[config.mk]
export PLATFORM = sky130hd
export DESIGN_NAME = dcache_controller_flat
export DESIGN_NICKNAME = d
export VERILOG_FILES = /design/src/rtl/dcache_controller_if.sv /design/src/rtl/dcache_controller.sv /design/src/flat_wrapper.sv
export SDC_FILE = /design/constraint.sdc
export NUM_CORES = 1
export LEC_CHECK = 0
export ABC_AREA = 0
export CELL_PAD_IN_SITES_DETAIL_PLACEMENT = 1
export CELL_PAD_IN_SITES_GLOBAL_PLACEMENT = 1
export CORE_AREA = 2 2 469 471
export CTS_BUF_LIST = sky130_fd_sc_hd__clkbuf_16
export DETAILED_ROUTE_END_ITERATION = 7
export DIE_AREA = 0 0 471 473
export GPL_TIMING_DRIVEN = 0
export PLACE_DENSITY = 0.37
export SYNTH_ARGS = -nofsm -noshare
export SYNTH_HDL_FRONTEND = slang
export SYNTH_SLANG_ARGS = --single-unit
[constraint.sdc]
create_clock -name clk_i -period 10.4 [get_ports clk_i]
set_input_delay 1.56 -clock clk_i [delete_from_list [all_inputs] [get_ports clk_i]]
set_output_delay 1.56 -clock clk_i [all_outputs]
set_load 0.05 [all_outputs]
[src/rtl/dcache_controller_if.sv]
// Bundle of CPU, tag/data SRAM and data-memory signals around the L1 data-cache controller.
// The controller takes the slave view; the CPU/SRAM/memory environment takes the master view.
interface dcache_controller_if #(
  parameter int IDX_W = 4,
  parameter int TAG_W = 23
);
  logic                 cpu_req;
  logic                 cpu_write;
  logic [31:0]          cpu_addr;
  logic [31:0]          cpu_wdata;
  logic [31:0]          cpu_rdata;
  logic                 cpu_stall;

  logic                 sram_enable;
  logic                 sram_write;
  logic [IDX_W-1:0]     sram_addr;
  logic [TAG_W+1:0]     sram_wtag;
  logic [255:0]         sram_wdata;
  logic [TAG_W+1:0]     sram_rtag;
  logic [255:0]         sram_rdata;
  logic                 sram_hit;

  logic                 mem_enable;
  logic                 mem_write;
  logic [31:0]          mem_addr;
  logic [255:0]         mem_wdata;
  logic [255:0]         mem_rdata;
  logic                 mem_ack;

  modport slave (
    input  cpu_req, cpu_write, cpu_addr, cpu_wdata,
    input  sram_rtag, sram_rdata, sram_hit,
    input  mem_rdata, mem_ack,
    output cpu_rdata, cpu_stall,
    output sram_enable, sram_write, sram_addr, sram_wtag, sram_wdata,
    output mem_enable, mem_write, mem_addr, mem_wdata
  );

  modport master (
    output cpu_req, cpu_write, cpu_addr, cpu_wdata,
    output sram_rtag, sram_rdata, sram_hit,
    output mem_rdata, mem_ack,
    input  cpu_rdata, cpu_stall,
    input  sram_enable, sram_write, sram_addr, sram_wtag, sram_wdata,
    input  mem_enable, mem_write, mem_addr, mem_wdata
  );
endinterface

[src/rtl/dcache_controller.sv]
// Write-back, write-allocate L1 data-cache controller: hit/miss detection, store merge,
// dirty-victim writeback and line refill against a pulse-request/pulse-ack data memory.
//
// state  | meaning
// IDLE   | lookup; hits complete here, a miss moves on
// MISS   | victim visible on the SRAM port; issue writeback or refill request
// WBACK  | waiting for the writeback ack, then issue the refill request
// REFILL | waiting for the refill ack; write the (merged) line into the SRAM
// FILLED | let the SRAM lookup see the new line before returning to IDLE
module dcache_controller #(
  parameter int IDX_W = 4,
  parameter int OFS_W = 5,
  parameter int TAG_W = 23
) (
  input  logic clk_i,
  input  logic rst_i,
  dcache_controller_if.slave bus
);

  typedef enum logic [2:0] {
    IDLE   = 3'd0,
    MISS   = 3'd1,
    WBACK  = 3'd2,
    REFILL = 3'd3,
    FILLED = 3'd4
  } state_t;

  state_t state;

  logic [IDX_W-1:0] idx;
  logic [TAG_W-1:0] tag;
  logic [2:0]       word_sel;
  logic             victim_dirty;
  logic             unused_addr_bits;

  function automatic logic [255:0] merge_word(input logic [255:0] line,
                                              input logic [2:0]   sel,
                                              input logic [31:0]  word);
    logic [255:0] merged;
    merged = line;
    merged[{sel, 5'b0} +: 32] = word;
    return merged;
  endfunction

  assign idx              = bus.cpu_addr[OFS_W +: IDX_W];
  assign tag              = bus.cpu_addr[31 -: TAG_W];
  assign word_sel         = bus.cpu_addr[4:2];
  assign unused_addr_bits = ^bus.cpu_addr[1:0];
  assign victim_dirty     = bus.sram_rtag[TAG_W+1] & bus.sram_rtag[TAG_W];

  assign bus.sram_addr   = idx;
  assign bus.sram_enable = bus.cpu_req | (state != IDLE);
  assign bus.cpu_stall   = bus.cpu_req & (~bus.sram_hit | (state != IDLE));
  assign bus.cpu_rdata   = bus.sram_rdata[{word_sel, 5'b0} +: 32];

  // Store hits write in the lookup cycle; refills write in the ack cycle, so a store miss
  // lands in the SRAM already merged and dirty.
  always_comb begin
    bus.sram_write = 1'b0;
    bus.sram_wtag  = '0;
    bus.sram_wdata = '0;
    if (state == IDLE && bus.cpu_req && bus.sram_hit && bus.cpu_write) begin
      bus.sram_write = 1'b1;
      bus.sram_wtag  = {1'b1, 1'b1, tag};
      bus.sram_wdata = merge_word(bus.sram_rdata, word_sel, bus.cpu_wdata);
    end else if (state == REFILL && bus.mem_ack) begin
      bus.sram_write = 1'b1;
      bus.sram_wtag  = {1'b1, bus.cpu_write, tag};
      bus.sram_wdata = bus.cpu_write ? merge_word(bus.mem_rdata, word_sel, bus.cpu_wdata)
                                     : bus.mem_rdata;
    end
  end

  always_ff @(posedge clk_i or posedge rst_i) begin
    if (rst_i) begin
      state          <= IDLE;
      bus.mem_enable <= 1'b0;
      bus.mem_write  <= 1'b0;
      bus.mem_addr   <= '0;
      bus.mem_wdata  <= '0;
    end else begin
      bus.mem_enable <= 1'b0;
      case (state)
        IDLE: begin
          if (bus.cpu_req && !bus.sram_hit) state <= MISS;
        end
        MISS: begin
          bus.mem_enable <= 1'b1;
          if (victim_dirty) begin
            bus.mem_write <= 1'b1;
            bus.mem_addr  <= {bus.sram_rtag[TAG_W-1:0], idx, {OFS_W{1'b0}}};
            bus.mem_wdata <= bus.sram_rdata;
            state         <= WBACK;
          end else begin
            bus.mem_write <= 1'b0;
            bus.mem_addr  <= {bus.cpu_addr[31:OFS_W], {OFS_W{1'b0}}};
            state         <= REFILL;
          end
        end
        WBACK: begin
          if (bus.mem_ack) begin
            bus.mem_enable <= 1'b1;
            bus.mem_write  <= 1'b0;
            bus.mem_addr   <= {bus.cpu_addr[31:OFS_W], {OFS_W{1'b0}}};
            state          <= REFILL;
          end
        end
        REFILL: begin
          if (bus.mem_ack) state <= FILLED;
        end
        FILLED: begin
          state <= IDLE;
        end
        default: begin
          state <= IDLE;
        end
      endcase
    end
  end

endmodule

[src/flat_wrapper.sv]
// flat-port wrapper written by rule: the top's interface ports become plain ports
module dcache_controller_flat 
#(
  parameter int IDX_W = 4,
  parameter int OFS_W = 5,
  parameter int TAG_W = 23
)
  (clk_i, rst_i, bus_cpu_req, bus_cpu_write, bus_cpu_addr, bus_cpu_wdata, bus_sram_rtag, bus_sram_rdata, bus_sram_hit, bus_mem_rdata, bus_mem_ack, bus_cpu_rdata, bus_cpu_stall, bus_sram_enable, bus_sram_write, bus_sram_addr, bus_sram_wtag, bus_sram_wdata, bus_mem_enable, bus_mem_write, bus_mem_addr, bus_mem_wdata);
  dcache_controller_if #(.IDX_W(IDX_W), .TAG_W(TAG_W)) bus_i ();
  input  logic clk_i;
  input  logic rst_i;
  input wire logic [$bits(bus_i.cpu_req)-1:0] bus_cpu_req;
  input wire logic [$bits(bus_i.cpu_write)-1:0] bus_cpu_write;
  input wire logic [$bits(bus_i.cpu_addr)-1:0] bus_cpu_addr;
  input wire logic [$bits(bus_i.cpu_wdata)-1:0] bus_cpu_wdata;
  input wire logic [$bits(bus_i.sram_rtag)-1:0] bus_sram_rtag;
  input wire logic [$bits(bus_i.sram_rdata)-1:0] bus_sram_rdata;
  input wire logic [$bits(bus_i.sram_hit)-1:0] bus_sram_hit;
  input wire logic [$bits(bus_i.mem_rdata)-1:0] bus_mem_rdata;
  input wire logic [$bits(bus_i.mem_ack)-1:0] bus_mem_ack;
  output wire logic [$bits(bus_i.cpu_rdata)-1:0] bus_cpu_rdata;
  output wire logic [$bits(bus_i.cpu_stall)-1:0] bus_cpu_stall;
  output wire logic [$bits(bus_i.sram_enable)-1:0] bus_sram_enable;
  output wire logic [$bits(bus_i.sram_write)-1:0] bus_sram_write;
  output wire logic [$bits(bus_i.sram_addr)-1:0] bus_sram_addr;
  output wire logic [$bits(bus_i.sram_wtag)-1:0] bus_sram_wtag;
  output wire logic [$bits(bus_i.sram_wdata)-1:0] bus_sram_wdata;
  output wire logic [$bits(bus_i.mem_enable)-1:0] bus_mem_enable;
  output wire logic [$bits(bus_i.mem_write)-1:0] bus_mem_write;
  output wire logic [$bits(bus_i.mem_addr)-1:0] bus_mem_addr;
  output wire logic [$bits(bus_i.mem_wdata)-1:0] bus_mem_wdata;
  assign bus_i.cpu_req = bus_cpu_req;
  assign bus_i.cpu_write = bus_cpu_write;
  assign bus_i.cpu_addr = bus_cpu_addr;
  assign bus_i.cpu_wdata = bus_cpu_wdata;
  assign bus_i.sram_rtag = bus_sram_rtag;
  assign bus_i.sram_rdata = bus_sram_rdata;
  assign bus_i.sram_hit = bus_sram_hit;
  assign bus_i.mem_rdata = bus_mem_rdata;
  assign bus_i.mem_ack = bus_mem_ack;
  assign bus_cpu_rdata = bus_i.cpu_rdata;
  assign bus_cpu_stall = bus_i.cpu_stall;
  assign bus_sram_enable = bus_i.sram_enable;
  assign bus_sram_write = bus_i.sram_write;
  assign bus_sram_addr = bus_i.sram_addr;
  assign bus_sram_wtag = bus_i.sram_wtag;
  assign bus_sram_wdata = bus_i.sram_wdata;
  assign bus_mem_enable = bus_i.mem_enable;
  assign bus_mem_write = bus_i.mem_write;
  assign bus_mem_addr = bus_i.mem_addr;
  assign bus_mem_wdata = bus_i.mem_wdata;
  dcache_controller #(.IDX_W(IDX_W), .OFS_W(OFS_W), .TAG_W(TAG_W)) u_core (.clk_i(clk_i), .rst_i(rst_i), .bus(bus_i));
endmodule
Word level (Yosys, flattened, before mapping)
Cells that the tools add are included.
{ "word_totals": {"reg_bits": 293, "inputBits": 607, "output_inout_bits": 610, "word_cells": 54} }
{ "op_classes": {"addsub": 1, "eq_ne": 6, "n_shift": 3, "muxes": 22, "bitwise_logic": 5, "reduce_logical": 12} }
{ "ops": {"columns": ["op", "count"], "rows": [
  ["two-way mux 256 bit", 3],
  ["bitwise mux 256 bit", 2],
  ["variable shift 32 x 10 -> 256 bit, first input constant", 1],
  ["variable part select 256 x 9 -> 32 bit", 1],
  ["variable part select 32 x 10 -> 256 bit", 1],
  ["two-way mux 32 bit", 2],
  ["case mux 32 bit (2 select lines)", 1],
  ["two-way mux 25 bit", 2],
  ["case mux 3 bit (4 select lines)", 1],
  ["negator 8 -> 10 bit", 1],
  ["two-way mux 3 bit", 3],
  ["equality test 3 x 2 -> 1 bit, second input constant", 2],
  ["two-way mux 1 bit", 6],
  ["!= test 2 bit, second input constant", 3],
  ["logical AND 1 bit", 5],
  ["case mux 1 bit (2 select lines)", 2],
  ["AND reduction 2 bit", 2],
  ["equality test 3 x 1 -> 1 bit, second input constant", 1],
  ["logical NOT 3 bit", 1],
  ["AND reduction 3 bit", 1],
  ["nonzero test 3 bit", 1],
  ["bitwise AND 1 bit", 2],
  ["OR 1 bit", 2],
  ["nonzero test 2 bit", 1],
  ["other kinds (2)", 2]
]} }

Depth between registers and ports, before layout
{ "depth": {"ltp_word": 6, "ltp_mapped": 13, "depth_no_buf": 7} }

Least setup slack after synthesis
OpenSTA, ideal clock, no wires.
{ "synth_timing": {"path_kind": "input-to-output", "from": "in bus_cpu_addr[2]", "to": "out bus_sram_wdata[84]", "t_arrival_ns": 4.558, "t_required_ns": 8.840, "path_slack_ns": 4.282, "path_stages": 13, "path_buffers": 6, "cell_sequence": "buf_2 > buf_4 > buf_2 > inv_1 > ha_1 > ha_1 > clkbuf_2 > and3b_1 > and2_1 > buf_2 > buf_4 > nand4_1 > a31oi_1"} }
{ "synth_via": {"elab_chain_cells": 6, "word_cells_on_any_way": 8, "cone_classes": "add/sub: 1; shift: 2; mux: 5"} }
{ "synth_rtl": {"columns": ["element", "line", "source"], "rows": [
  ["start, declared", "flat_wrapper.sv:14", "input wire logic [$bits(bus_i.cpu_addr)-1:0] bus_cpu_addr;"],
  ["negator 8 -> 10 bit *", "dcache_controller.sv:41", "merged[{sel, 5'b0} +: 32] = word;"],
  ["variable part select 32 x 10 -> 256 bit / variable shift 32 x 10 -> 256 bit (equally long branches)", "dcache_controller.sv:41", null],
  ["bitwise mux 256 bit", "dcache_controller.sv:41", null],
  ["two-way mux 256 bit", "dcache_controller.sv:69", "bus.sram_wdata = bus.cpu_write ? merge_word(bus.mem_rdata, word_sel, bus.cpu_wdata)"],
  ["two-way mux 256 bit", "dcache_controller.sv:66", "end else if (state == REFILL && bus.mem_ack) begin"],
  ["two-way mux 256 bit *", "dcache_controller.sv:62", "if (state == IDLE && bus.cpu_req && bus.sram_hit && bus.cpu_write) begin"],
  ["end, declared", "flat_wrapper.sv:27", "output wire logic [$bits(bus_i.sram_wdata)-1:0] bus_sram_wdata;"]
]} }
Every way passes the cells marked *; elsewhere a longest branch is shown, timed or not.

Worst setup path in the final report
{ "layout_timing": {"from": "in bus_cpu_addr[3]", "to": "out bus_sram_wdata[43]"} }
Same word-level chain as after synthesis.

==> impl_metrics.csv <==
group,metric,value,unit
outcome,outcome,"finished clean",
timing,fmaxAchievable,0.108,GHz
drt,via_count,23900,
placement,hpwl,223000,µm
floorplanning,die_h,473,µm
pwr,max-vdd-ir-drop,154,µV
drt,drt_wl_total,267000,µm
floorplanning,dieArea,223000,µm²
placement,pre_cts_ws,1.14,ns
timing,finalHoldViolCount,0,
synthesis,avgSynthCellArea,10.9,µm²
clock_network,cts.repair.resized,0,
timing,slew_headroom,2.06,%
finish,nets,3799,
critical_path,crit_fanout,11,
finish,drive_above_1_share,17.6,%
drt,routed_via_density,3.91,
synthesis,synth.yosys.seq_area_share,34.4,%
synthesis,synth-edff-count,0,
clock_network,path_clk_slew,0.06,ns
floorplanning,placementRows,172,
timing,setup_ws,1.17,ns
critical_path,crit_arrival,7.67,ns
global_routing,use_met1,27.3,%
synthesis,synth-seq-cells,288,
drt,drt-initial-drc-count,1459,
placement,numPortBuffers,1206,
pwr,power.density,282,nW/µm²
clock_network,h-tree-depth,2,
synthesis,synth_xor_area_share,0,%
global_routing,grt_overflow,0,
critical_path,crit_type,"in2out",
clock_network,worstSkewPairLatency,0.71,ns
synthesis,async_reset_ff_share,100,%
clock_network,cts_tree,"yes",
floorplanning,core-area,218000,µm²
synthesis,synth_top_family_by_area,"multiplexers",
job,cap_violations,0,
drt,wl_per_cell,43.6,µm
clock_network,clock-root-buffer,"clkbuf_16",
synthesis,synth_mux_area_share,44.1,%
global_routing,antenna_found_initial,89,
clock_network,post_cts_buffers,0,
synthesis,synth-simple-area-share,5.66,%
placement,gp_congestion,0.848,
drt,drtPass1Iterations,5,
synthesis,synth_compound_area_share,9.96,%
floorplanning,io_pins,1217,
critical_path,crit_required,8.84,ns
global_routing,grt.total_usage,23.1,%
timing,finClkSkew,0.0403,ns
min_path,worst_hold_path_type,"reg2reg",
synthesis,synth_area,21000,µm²
timing,tightestPinTransition,1.47,ns
synthesis,synth_adder_area_share,0.179,%
floorplanning,initial_core_util,9.61,%
global_routing,grt_pass1_vias,25200,
pwr,cellLeakagePower,15.7,nW
synthesis,synth_warnings,0,
global_routing,met2_usage,40.1,%
critical_path,critPathLaunchType,"input pin",
global_routing,grt_pass1_wl,326000,µm
finish,area_delta_synth_final,83.5,%
placement,dpl-instance-area,36800,µm²
clock_network,clockBufferDepth,3,
drt,drc,0,
clock_network,cts_made_buffers,48,
timing,fin_crit_sh,88.8,%
critical_path,worst_setup_path_end_kind,"output port",
timing,drv_slew,0,
global_routing,busiest_layer,"met2",
synthesis,synth_cell_types,49,
global_routing,grt_start_max_net_pins,91,
synthesis,postSynthCellCount,1923,
timing,final-setup-viol-count,0,
clock_network,ctsHoldBuffers,0,
synthesis,ys.flop_type,"dfrtp_1",
floorplanning,die_w,471,µm
global_routing,global_route.usage.met3,7.80,%
clock_network,clock_sinks,288,
timing,layout_min_cycle_time,9.23,ns
timing,rsz0062_at_grt,"false",
drt,ant_nets,0,
finish,fin_area,38500,µm²
## power by group
part,leakage (nW),total (mW),internal (mW),switching [mW]
registers,3.46,1.99,1.68,0.311
logic,11.5,7.08,2.21,4.87
clock network,0.789,1.76,0.991,0.771
total,15.7,10.8,4.89,5.95
## synth_stat cells, types with 2 or more instances
master / count / share of area, %
dfrtp_1: 288 / 34
a21oi_2: 2 / 0.084
and2_1: 27 / 0.81
nand2b_1: 3 / 0.090
nor2_1: 54 / 0.97
nand3_1: 4 / 0.096
o22ai_1: 231 / 6.9
a31oi_1: 9 / 0.27
nor4b_4: 2 / 0.23
nand4_1: 18 / 0.54
mux2_1: 21 / 1.1
mux2i_1: 471 / 22
buf_4: 53 / 1.9
o21a_1: 16 / 0.57
inv_1: 7 / 0.13
mux2_2: 253 / 14
nor2b_1: 3 / 0.090
a21oi_1: 55 / 1.3
ha_1: 3 / 0.18
nand2_2: 3 / 0.090
o21ai_0: 24 / 0.57
clkbuf_1: 69 / 1.2
nand2_1: 118 / 2.1
nand3_2: 3 / 0.14
buf_6: 2 / 0.11
mux4_2: 64 / 6.9
buf_1: 10 / 0.18
buf_2: 89 / 2.1
## flip-flops by register name, summed over array words and instances, names as in the netlist
register               count
u_core.bus.mem_wdata     256
u_core.bus.mem_addr       27
u_core.state               3
u_core.bus.mem_write       1
u_core.bus.mem_enable      1
## placed cells by master (no fill, tap or decap), types with 48 or more instances in the layout
cell type	netlist	layout
buf_2	89	92
a21oi_1	55	55
nand2_1	118	118
buf_4	53	53
mux2i_1	471	471
mux4_2	64	64
dfrtp_1	288	288
clkbuf_1	69	60
clkbuf_16	0	48
mux2_2	253	253
nor2_1	54	54
o22ai_1	231	231
clkdlybuf4s50_1	0	1206
## logic make-up after synthesis
| group | after synthesis |
|---|---|
| AO/OA/AOI/OAI | 343 |
| adder cells (fa/ha/maj) | 3 |
| buffers and inverters | 232 |
| flip-flops | 288 |
| multiplexers | 809 |
| other | 1 |
| AND/OR/NAND/NOR | 247 |
## worst max-delay path: stages
cell and delay, ns:
clkdlybuf4s50_1 0.54, buf_2 0.67, buf_2 0.77, inv_1 0.10, ha_1 0.25, ha_1 0.28, clkbuf_2 0.29, and4b_1 0.25
buf_4 0.22, and2_1 0.29, clkbuf_1 0.69, o21ai_0 0.35, a21oi_1 0.38, clkdlybuf4s50_1 0.98
## stage by stage
step | util (%) | cells | power [mW] | hold slack, ns | TNS (ns)
3_3_place_gp | 16.8 | 6004 | 9.11 | 0.469 | -1943.64
5_1_grt | 17.6 | 6106 | 11.2 | 0.506 | 0
3_5_place_dp | 16.9 | 6010 | 9.12 | 0.475 | 0
6_report | 17.6 | 6123 | 10.8 | 0.485 | 0
4_1_cts | 17.6 | 6096 | 11.0 | 0.489 | 0
2_1_floorplan | - | 1927 | 5.92 | 0.542 | 0
## metal layers
| metal | share of wire [%] | wire [µm] | vias up |
|---|---|---|---|
| met3 | 8.3 | 22300 | 248 |
| met5 | 0.16 | 414 | - |
| li1 | - | - | 9817 |
| met2 | 49 | 131000 | 1248 |
| met4 | 2.1 | 5680 | 64 |
| met1 | 40 | 108000 | 12600 |
## worst paths after layout
kind,start,to,slack (ns),cells after the start
max in group asynchronous,rst_i,u_core.bus.mem_wdata[115]$_DFFE_PP0P_,7.52,4
worst min register to register,u_core.bus.mem_wdata[13]$_DFFE_PP0P_,u_core.bus.mem_wdata[13]$_DFFE_PP0P_,0.49,1
worst max register to register,u_core.state[2]$_DFFE_PP0P_,u_core.bus.mem_wdata[131]$_DFFE_PP0P_,7.37,5
worst max-delay path,bus_cpu_addr[3],bus_sram_wdata[43],1.17,14
worst min-delay path,u_core.bus.mem_wdata[13]$_DFFE_PP0P_,u_core.bus.mem_wdata[13]$_DFFE_PP0P_,0.49,1
min in group asynchronous,rst_i,u_core.bus.mem_wdata[147]$_DFFE_PP0P_,1.32,2
## area by class of cell
| cell class | instances | area [µm²] |
|---|---|---|
| diodes | 27 | 67.6 |
| plain buffers | 224 | 1180 |
| clock buffers | 48 | 1200 |
| clock inverters | 38 | 380 |
| fillers | 25100 | 180000 |
| inverters | 8 | 37.5 |
| multi-input cells | 1407 | 12600 |
| flip-flops and latches | 288 | 7210 |
| well taps | 2871 | 3590 |
| repair buffers | 1212 | 12200 |
Note: power is estimated with default switching activity, not from simulation.
